## src/rtl/uart_pkg.sv

```systemverilog
// UART shared definitions: frame geometry and receiver/transmitter state codes.
package uart_pkg;

    localparam int OVERSAMPLE = 16;
    localparam int MID_SAMPLE = 7;
    localparam int DATA_BITS  = 8;

    localparam logic [2:0] IDLE      = 3'b000;
    localparam logic [2:0] START     = 3'b001;
    localparam logic [2:0] DATA      = 3'b010;
    localparam logic [2:0] STOP      = 3'b011;
    localparam logic [2:0] WAIT_IDLE = 3'b100;

endpackage

```

## src/rtl/uart_tick_gen.sv

```systemverilog
// Oversampling tick prescaler: one-cycle tick every TICK_DIV clocks.
module uart_tick_gen #(
    parameter int TICK_DIV = 1
) (
    input  logic clk,
    input  logic rst_n,
    output logic tick
);

    localparam int CW = (TICK_DIV > 1) ? $clog2(TICK_DIV) : 1;
    localparam logic [CW-1:0] TERM = CW'(TICK_DIV - 1);

    logic [CW-1:0] cnt;

    always_ff @(posedge clk or negedge rst_n) begin
        if (!rst_n) begin
            cnt <= '0;
        end else if (cnt == TERM) begin
            cnt <= '0;
        end else begin
            cnt <= cnt + 1'b1;
        end
    end

    // With TICK_DIV=1 the counter sits at 0 and tick is constantly high.
    assign tick = (cnt == TERM);

endmodule

```

## src/rtl/uart_rx.sv

```systemverilog
// 8N1 UART receiver, LSB first, 16x oversampled, mid-bit sampling.
module uart_rx
    import uart_pkg::*;
#(
    parameter int DATA_BITS  = uart_pkg::DATA_BITS,
    parameter int OVERSAMPLE = uart_pkg::OVERSAMPLE,
    parameter int TICK_DIV   = 1
) (
    input  logic                 clk,
    input  logic                 rst_n,
    input  logic                 rx,
    output logic [DATA_BITS-1:0] d_out,
    output logic                 rx_done,
    output logic                 frame_err
);

    localparam int SW = $clog2(OVERSAMPLE);
    localparam int NW = (DATA_BITS > 1) ? $clog2(DATA_BITS) : 1;
    localparam logic [SW-1:0] S_MID  = SW'(OVERSAMPLE / 2 - 1);
    localparam logic [SW-1:0] S_LAST = SW'(OVERSAMPLE - 1);
    localparam logic [NW-1:0] N_LAST = NW'(DATA_BITS - 1);

    logic                 sync1;
    logic                 rx_s;
    logic                 tick;
    logic [2:0]           state;
    logic [SW-1:0]        s;
    logic [NW-1:0]        n;
    logic [DATA_BITS-1:0] b;

    always_ff @(posedge clk or negedge rst_n) begin
        if (!rst_n) begin
            sync1 <= 1'b1;
            rx_s  <= 1'b1;
        end else begin
            sync1 <= rx;
            rx_s  <= sync1;
        end
    end

    uart_tick_gen #(
        .TICK_DIV(TICK_DIV)
    ) u_tick (
        .clk  (clk),
        .rst_n(rst_n),
        .tick (tick)
    );

    always_ff @(posedge clk or negedge rst_n) begin
        if (!rst_n) begin
            state     <= IDLE;
            s         <= '0;
            n         <= '0;
            b         <= '0;
            d_out     <= '0;
            rx_done   <= 1'b0;
            frame_err <= 1'b0;
        end else begin
            rx_done   <= 1'b0;
            frame_err <= 1'b0;
            case (state)
                IDLE: begin
                    if (!rx_s) begin
                        state <= START;
                        s     <= '0;
                    end
                end
                START: begin
                    if (tick) begin
                        if (s == S_MID) begin
                            s <= '0;
                            n <= '0;
                            // A start bit that is gone by mid-bit was a glitch.
                            state <= rx_s ? IDLE : DATA;
                        end else begin
                            s <= s + 1'b1;
                        end
                    end
                end
                DATA: begin
                    if (tick) begin
                        if (s == S_LAST) begin
                            s <= '0;
                            b <= {rx_s, b[DATA_BITS-1:1]};
                            if (n == N_LAST) begin
                                state <= STOP;
                            end else begin
                                n <= n + 1'b1;
                            end
                        end else begin
                            s <= s + 1'b1;
                        end
                    end
                end
                STOP: begin
                    if (tick) begin
                        if (s == S_LAST) begin
                            s <= '0;
                            if (rx_s) begin
                                d_out   <= b;
                                rx_done <= 1'b1;
                                state   <= IDLE;
                            end else begin
                                frame_err <= 1'b1;
                                state     <= WAIT_IDLE;
                            end
                        end else begin
                            s <= s + 1'b1;
                        end
                    end
                end
                WAIT_IDLE: begin
                    if (rx_s) begin
                        state <= IDLE;
                    end
                end
                default: begin
                    state <= IDLE;
                end
            endcase
        end
    end

endmodule

```

## config.mk

```make
export PLATFORM = sky130hd
export DESIGN_NAME = uart_rx
export DESIGN_NICKNAME = d
export VERILOG_FILES = /design/src/rtl/uart_pkg.sv /design/src/rtl/uart_tick_gen.sv /design/src/rtl/uart_rx.sv
export SDC_FILE = /design/constraint.sdc
export NUM_CORES = 1
export LEC_CHECK = 0
export ABC_AREA = 1
export CAP_MARGIN = 20
export CORE_ASPECT_RATIO = 0.8
export CORE_MARGIN = 2
export CORE_UTILIZATION = 31
export DETAILED_ROUTE_END_ITERATION = 10
export GPL_TIMING_DRIVEN = 1
export PLACE_DENSITY_LB_ADDON = 0.05
export RECOVER_POWER = 100
export SLEW_MARGIN = 20
export SYNTH_ARGS = -nofsm -noshare
export SYNTH_HDL_FRONTEND = slang
export SYNTH_SLANG_ARGS = --single-unit
```

## constraint.sdc

```tcl
create_clock -name clk -period 3.4 [get_ports clk]
set_input_delay 0.68 -clock clk [delete_from_list [all_inputs] [get_ports clk]]
set_output_delay 0.68 -clock clk [all_outputs]
set_load 0.03 [all_outputs]
```

==> flow_summary.ini, run 1 <==
[hold_path]
min_path_type = flip-flop to flip-flop

[worst_setup_path]
cp_max_fo = 30
cp.arrival_ns = 2.37
endpoint_kind = asynchronous set/reset pin
path_buf_inv = 2
cp_top_family = buffers and inverters
critPathRequiredTime_ns = 3.49
max_stage_delay_ns = 1.17
worstPathCellList = dlygate4sd3_1 > clkbuf_1
crit_slowest_cell = clkbuf_1
crit_type = input pin to asynchronous set/reset pin
cp-start-kind = input pin

[placement]
io_buffers = 12
dp.cells = 217
place.gp.congestion = 0.7756
dpl.hpwl_um = 1685

[global_routing]
grt_first_pass_wirelength_um = 4416
antenna_found_initial = 0
grt_max_degree = 31
grt_overflow = 0
grt_use_total_pct = 11.58
grt_pass1_vias = 945

[sta]
relSlewSlack_pct = -7.817
final_max_slew_viol_count = 31
fin_crit_sh_pct = 67.31
skew_ns = 0.002679
tightestPinTransition_ns = 1.617
final.min_clock_period_ns = 2.289
setup_violations = 0
rsz0062_at_grt = no
fin_tns_setup_ns = 0
max_clock_freq_mhz = 436.9
hold_viol_final = 0

[route]
first_pass_iters = 4
wire_per_inst_um = 10.54
postRouteAntennaNets = 0
via_per_inst = 4.338
wirelength_um = 2372
post-route-drc-count = 0
vias = 976
drtIter0Drc = 18

[status]
violations = capacitance limit, slew limit
status = complete, but fails checks

[synth]
yosysTopAreaCell = dfrtp_1
yosysTopAreaCellShare_pct = 50.77
syn_area_um2 = 1380
synth_nets = 155
ys_top_cells_by_area = dfrtp_1, nand2_1, o21ai_2, o21ai_0, inv_1
synth_seq_cells = 30
ys_seq_area_share_pct = 54.58
syn_inst = 149
avgSynthCellArea_um2 = 9.262
ys_warn_count = 0
yosys.cell_types.count = 20

[cells_and_area]
final_common_cell = nand2_1
layout_common_cells = nand2_1, dfrtp_1, o21ai_0
finalNetCount = 173
final_util_pct = 37.44
drive_gt1_share_pct = 8.333
fin_cells = 225
insertedDiodeCount = 0
nFillCells = 438
syn_to_final_growth_pct = 14.78

[power_and_ir_drop]
clkPwrFrac_pct = 29.7
seqPwrFrac_pct = 46.0
vdd_ir_drop_max_mv = 0.1944
p_comb_share_pct = 24.4
swShare_pct = 33.73
power_density_nw_per_um2 = 602.4
p_int_w = 0.0006324
power_leakage_nw = 0.8049
switchingPower_w = 0.0003218

[clock_tree]
cts.sinks = 30
cts_tree = built
cts_buffer_depth = 2
cts_hold_buf = 0
cts_buffers = 5
root_buffer = clkbuf_8
cts.clk_slew.worst_paths_ns = 0.06
postCtsSetupBuffers = 0
cts_resized = 0
cts_max_level = 2
clock_latency_ns = 0.27

[floorplan]
fp.dieW_um = 78.60
rows = 21
core_area_um2 = 4230
start_util_pct = 32.62
num_io_pins = 13
die_h_um = 63.68
dieArea_um2 = 5005

[run]
maxCapViolations = 1
[power groups by stage]
stage | logic [W] | registers (W) | clock network (W)
finish | 0.000232 | 0.000439 | 0.000283
global route | 0.000281 | 0.000445 | 0.000322
CTS | 0.000246 | 0.000443 | 0.000298
detailed placement | 0.000245 | 0.000450 | 0
global placement | 0.000243 | 0.000449 | 0
floorplan | 0.000192 | 0.000440 | 0
[Yosys cell counts]
library cell   n
nor2_1        10
ha_1           3
nand3_1        7
nor2_4         2
o21ai_0       13
nand3b_1       1
nor3_1         1
inv_2          1
nor2_2         3
nand2_1       42
dfstp_2        2
nand3_2        1
buf_6          2
nand4_4        1
inv_1         17
xor2_1         2
dfrtp_1       28
o21ai_2        8
nand2_2        2
nand4_1        3
[registers in the layout, indices dropped and copies added (netlist names)]
name and count:
s 4, b 8, rx_done 1, state 3
sync1 1, n 3, frame_err 1, d_out 8
rx_s 1
[worst reg2reg max path: cells and delay by family (launching register included)]
family	cells	cell delay (ns)
fa+ha+maj	1	0.22
simple gates	2	0.70
flops	1	0.38
buf+inv	1	0.11
compound gates	1	0.37
[layout make-up]
type / count / area (um^2) / area share [%]
clock buffers: 7 / 86.33 / 5.450
multi-input cells: 99 / 476.7 / 30.09
repair buffers: 13 / 123.9 / 7.820
inverters: 18 / 67.56 / 4.265
flip-flops and latches: 30 / 753.2 / 47.55
well taps: 57 / 71.32 / 4.502
clock inverters: 1 / 5.005 / 0.3160
[through the flow]
stage	setup slack, ns	total power (W)	hold slack (ns)	instance area, um^2
after global routing	0.7299	0.001048	0.3633	1584
after global placement	1.712	0.0006920	0.3477	1556
final	1.111	0.0009542	0.3586	1584
after floorplan	2.077	0.0006318	0.3452	1380
after CTS	1.404	0.0009871	0.3593	1648
after detailed placement	1.707	0.0006948	0.3504	1556
[worst paths after layout]
kind | from | to | slack, ns | cells past startpoint
worst max register to register | s[0] | d_out[5] | 1.52 | 5
max in group clk | d_out[5] | d_out[5] | 1.36 | 1
min in group asynchronous | rst_n | n[1] | 1.35 | 2
worst min register to register | sync1 | rx_s | 0.36 | 0
worst max-delay path | rst_n | b[1] | 1.11 | 2
worst min-delay path | sync1 | rx_s | 0.36 | 0
[logic make-up after synthesis]
kind of cell / Yosys count / synth area share (%)
buffers and inverters: 20 / 6.527
AO/OA/AOI/OAI: 21 / 9.792
XOR/XNOR: 2 / 1.269
AND/OR/NAND/NOR: 73 / 25.11
adder cells (fa/ha/maj): 3 / 2.720
flip-flops: 30 / 54.58
[metal layers]
metal  global-route usage (%)  up-vias  wire (um)
met2                    16.45       10       1038
met5                        0        -          0
met4                    3.947        0         16
li1                         -      512          -
met3                    4.298        2         86
met1                    16.10      452       1231
(Power assumes the default switching activity.)
==> inputs of run 2 (changes only) <==
- clock period: 3.4 -> 1.9 ns (I/O delays scaled with it)
==> flow_summary.ini, run 2 (same netlist as run 1, synthesis figures left out) <==
[route]
postRouteAntennaNets = 0
drtIter0Drc = 33
first_pass_iters = 4
wire_per_inst_um = 10.62
vias = 972
post-route-drc-count = 0
wirelength_um = 2389
via_per_inst = 4.320

[floorplan]
rows = 21
dieArea_um2 = 5005
die_h_um = 63.68
num_io_pins = 13
start_util_pct = 32.62
fp.dieW_um = 78.60
core_area_um2 = 4230

[global_routing]
grt_first_pass_wirelength_um = 4340
antenna_found_initial = 0
grt_pass1_vias = 937
grt_max_degree = 31
grt_use_total_pct = 11.31
grt_overflow = 0

[worst_setup_path]
cp_max_fo = 2
crit_slowest_cell = dlygate4sd3_1
cp-start-kind = flip-flop
worstPathCellList = dlygate4sd3_1
crit_type = flip-flop to output pin
cp_top_family = buffers and inverters
path_buf_inv = 1
endpoint_kind = output pin
critPathRequiredTime_ns = 1.52
cp.arrival_ns = 1.36
max_stage_delay_ns = 0.74

[clock_tree]
cts.sinks = 30
clock_latency_ns = 0.27
cts.clk_slew.worst_paths_ns = 0.06
cts_buffers = 5
cts_tree = built
root_buffer = clkbuf_8
postCtsSetupBuffers = 0
cts_resized = 0
cts_max_level = 2
cts_buffer_depth = 2
cts_hold_buf = 0

[cells_and_area]
insertedDiodeCount = 0
final_common_cell = nand2_1
top_regs = b: 8 flops, d_out: 8 flops, s: 4 flops
finalNetCount = 173
fin_cells = 225
layout_common_cells = nand2_1, dfrtp_1, o21ai_0
syn_to_final_growth_pct = 16.59
design_area_um2 = 1609
drive_gt1_share_pct = 10.71

[placement]
place_area_um2 = 1556
pre_cts_slack_ns = 0.3932
place.gp.congestion = 0.8039
dpl.hpwl_um = 1657
io_buffers = 12
dp.cells = 217

[status]
status = complete, no violations

[sta]
max_clock_freq_mhz = 574.4
tightestPinTransition_ns = 0.7582
fin_crit_sh_pct = 91.63
rsz0062_at_grt = no
skew_ns = 0.004449
final.min_clock_period_ns = 1.741
relSlewSlack_pct = 49.45
hold_ws_ns = 0.3612
final_max_slew_viol_count = 0
worst_slack_ns = 0.1590
fin_tns_setup_ns = 0
setup_violations = 0
hold_viol_final = 0

[hold_path]
min_path_type = flip-flop to flip-flop

[power_and_ir_drop]
vdd_ir_drop_max_mv = 0.4626
power_density_nw_per_um2 = 1075
power_leakage_nw = 0.8157

[run]
maxCapViolations = 0
## run 2: cell counts in the layout (fill, tap and decap cells not counted)
No cell type changed its count.
## run 2: final cells by class
cell class	count	area, um^2
fill	441	2621
sequential	30	753.2
multi-input combinational	99	500.5
timing repair buffer	13	125.1
clock buffer	7	86.33
tap	57	71.32
inverter	18	67.56
clock inverter	1	5.005
## run 2: power by group
group          total [W]  internal (W)  leakage (nW)  switching, W
clock network   0.000509      0.000291        0.0482      0.000218
registers       0.000792      0.000707         0.405     0.0000850
logic           0.000428      0.000134         0.362      0.000295
total            0.00173       0.00113         0.816      0.000598
## run 2: path summary, 6_finish.rpt
path,from,endpoint,slack (ns),depth (start not counted)
hold reg to reg,sync1,rx_s,0.36,0
hold / removal,sync1,rx_s,0.36,0
min in group asynchronous,rst_n,n[0],0.71,2
setup / recovery,d_out[7],d_out[7],0.16,1
setup reg to reg,s[0],state[1],0.32,8
max in group asynchronous,rst_n,state[0],0.72,2
## run 2: per-stage QoR
stage / power [W] / util (%)
after floorplan: 0.001131 / -
after global placement: 0.001248 / 36.79
after detailed placement: 0.001243 / 36.79
after CTS: 0.001772 / 38.95
after global routing: 0.001877 / 38.04
final: 0.001730 / 38.04
## run 2: layer usage
layer / track usage, % / part of all wire [%]
met5: 0 / 0
met4: 5.263 / 0.75
met3: 3.868 / 3.6
met2: 15.81 / 42
met1: 15.61 / 53
==> inputs of run 3 (changes only) <==
- CTS_CLUSTER_SIZE: default -> 8
==> results of run 3 <==
Same layout as run 2: the final DEF is identical, and so are final timing and power.
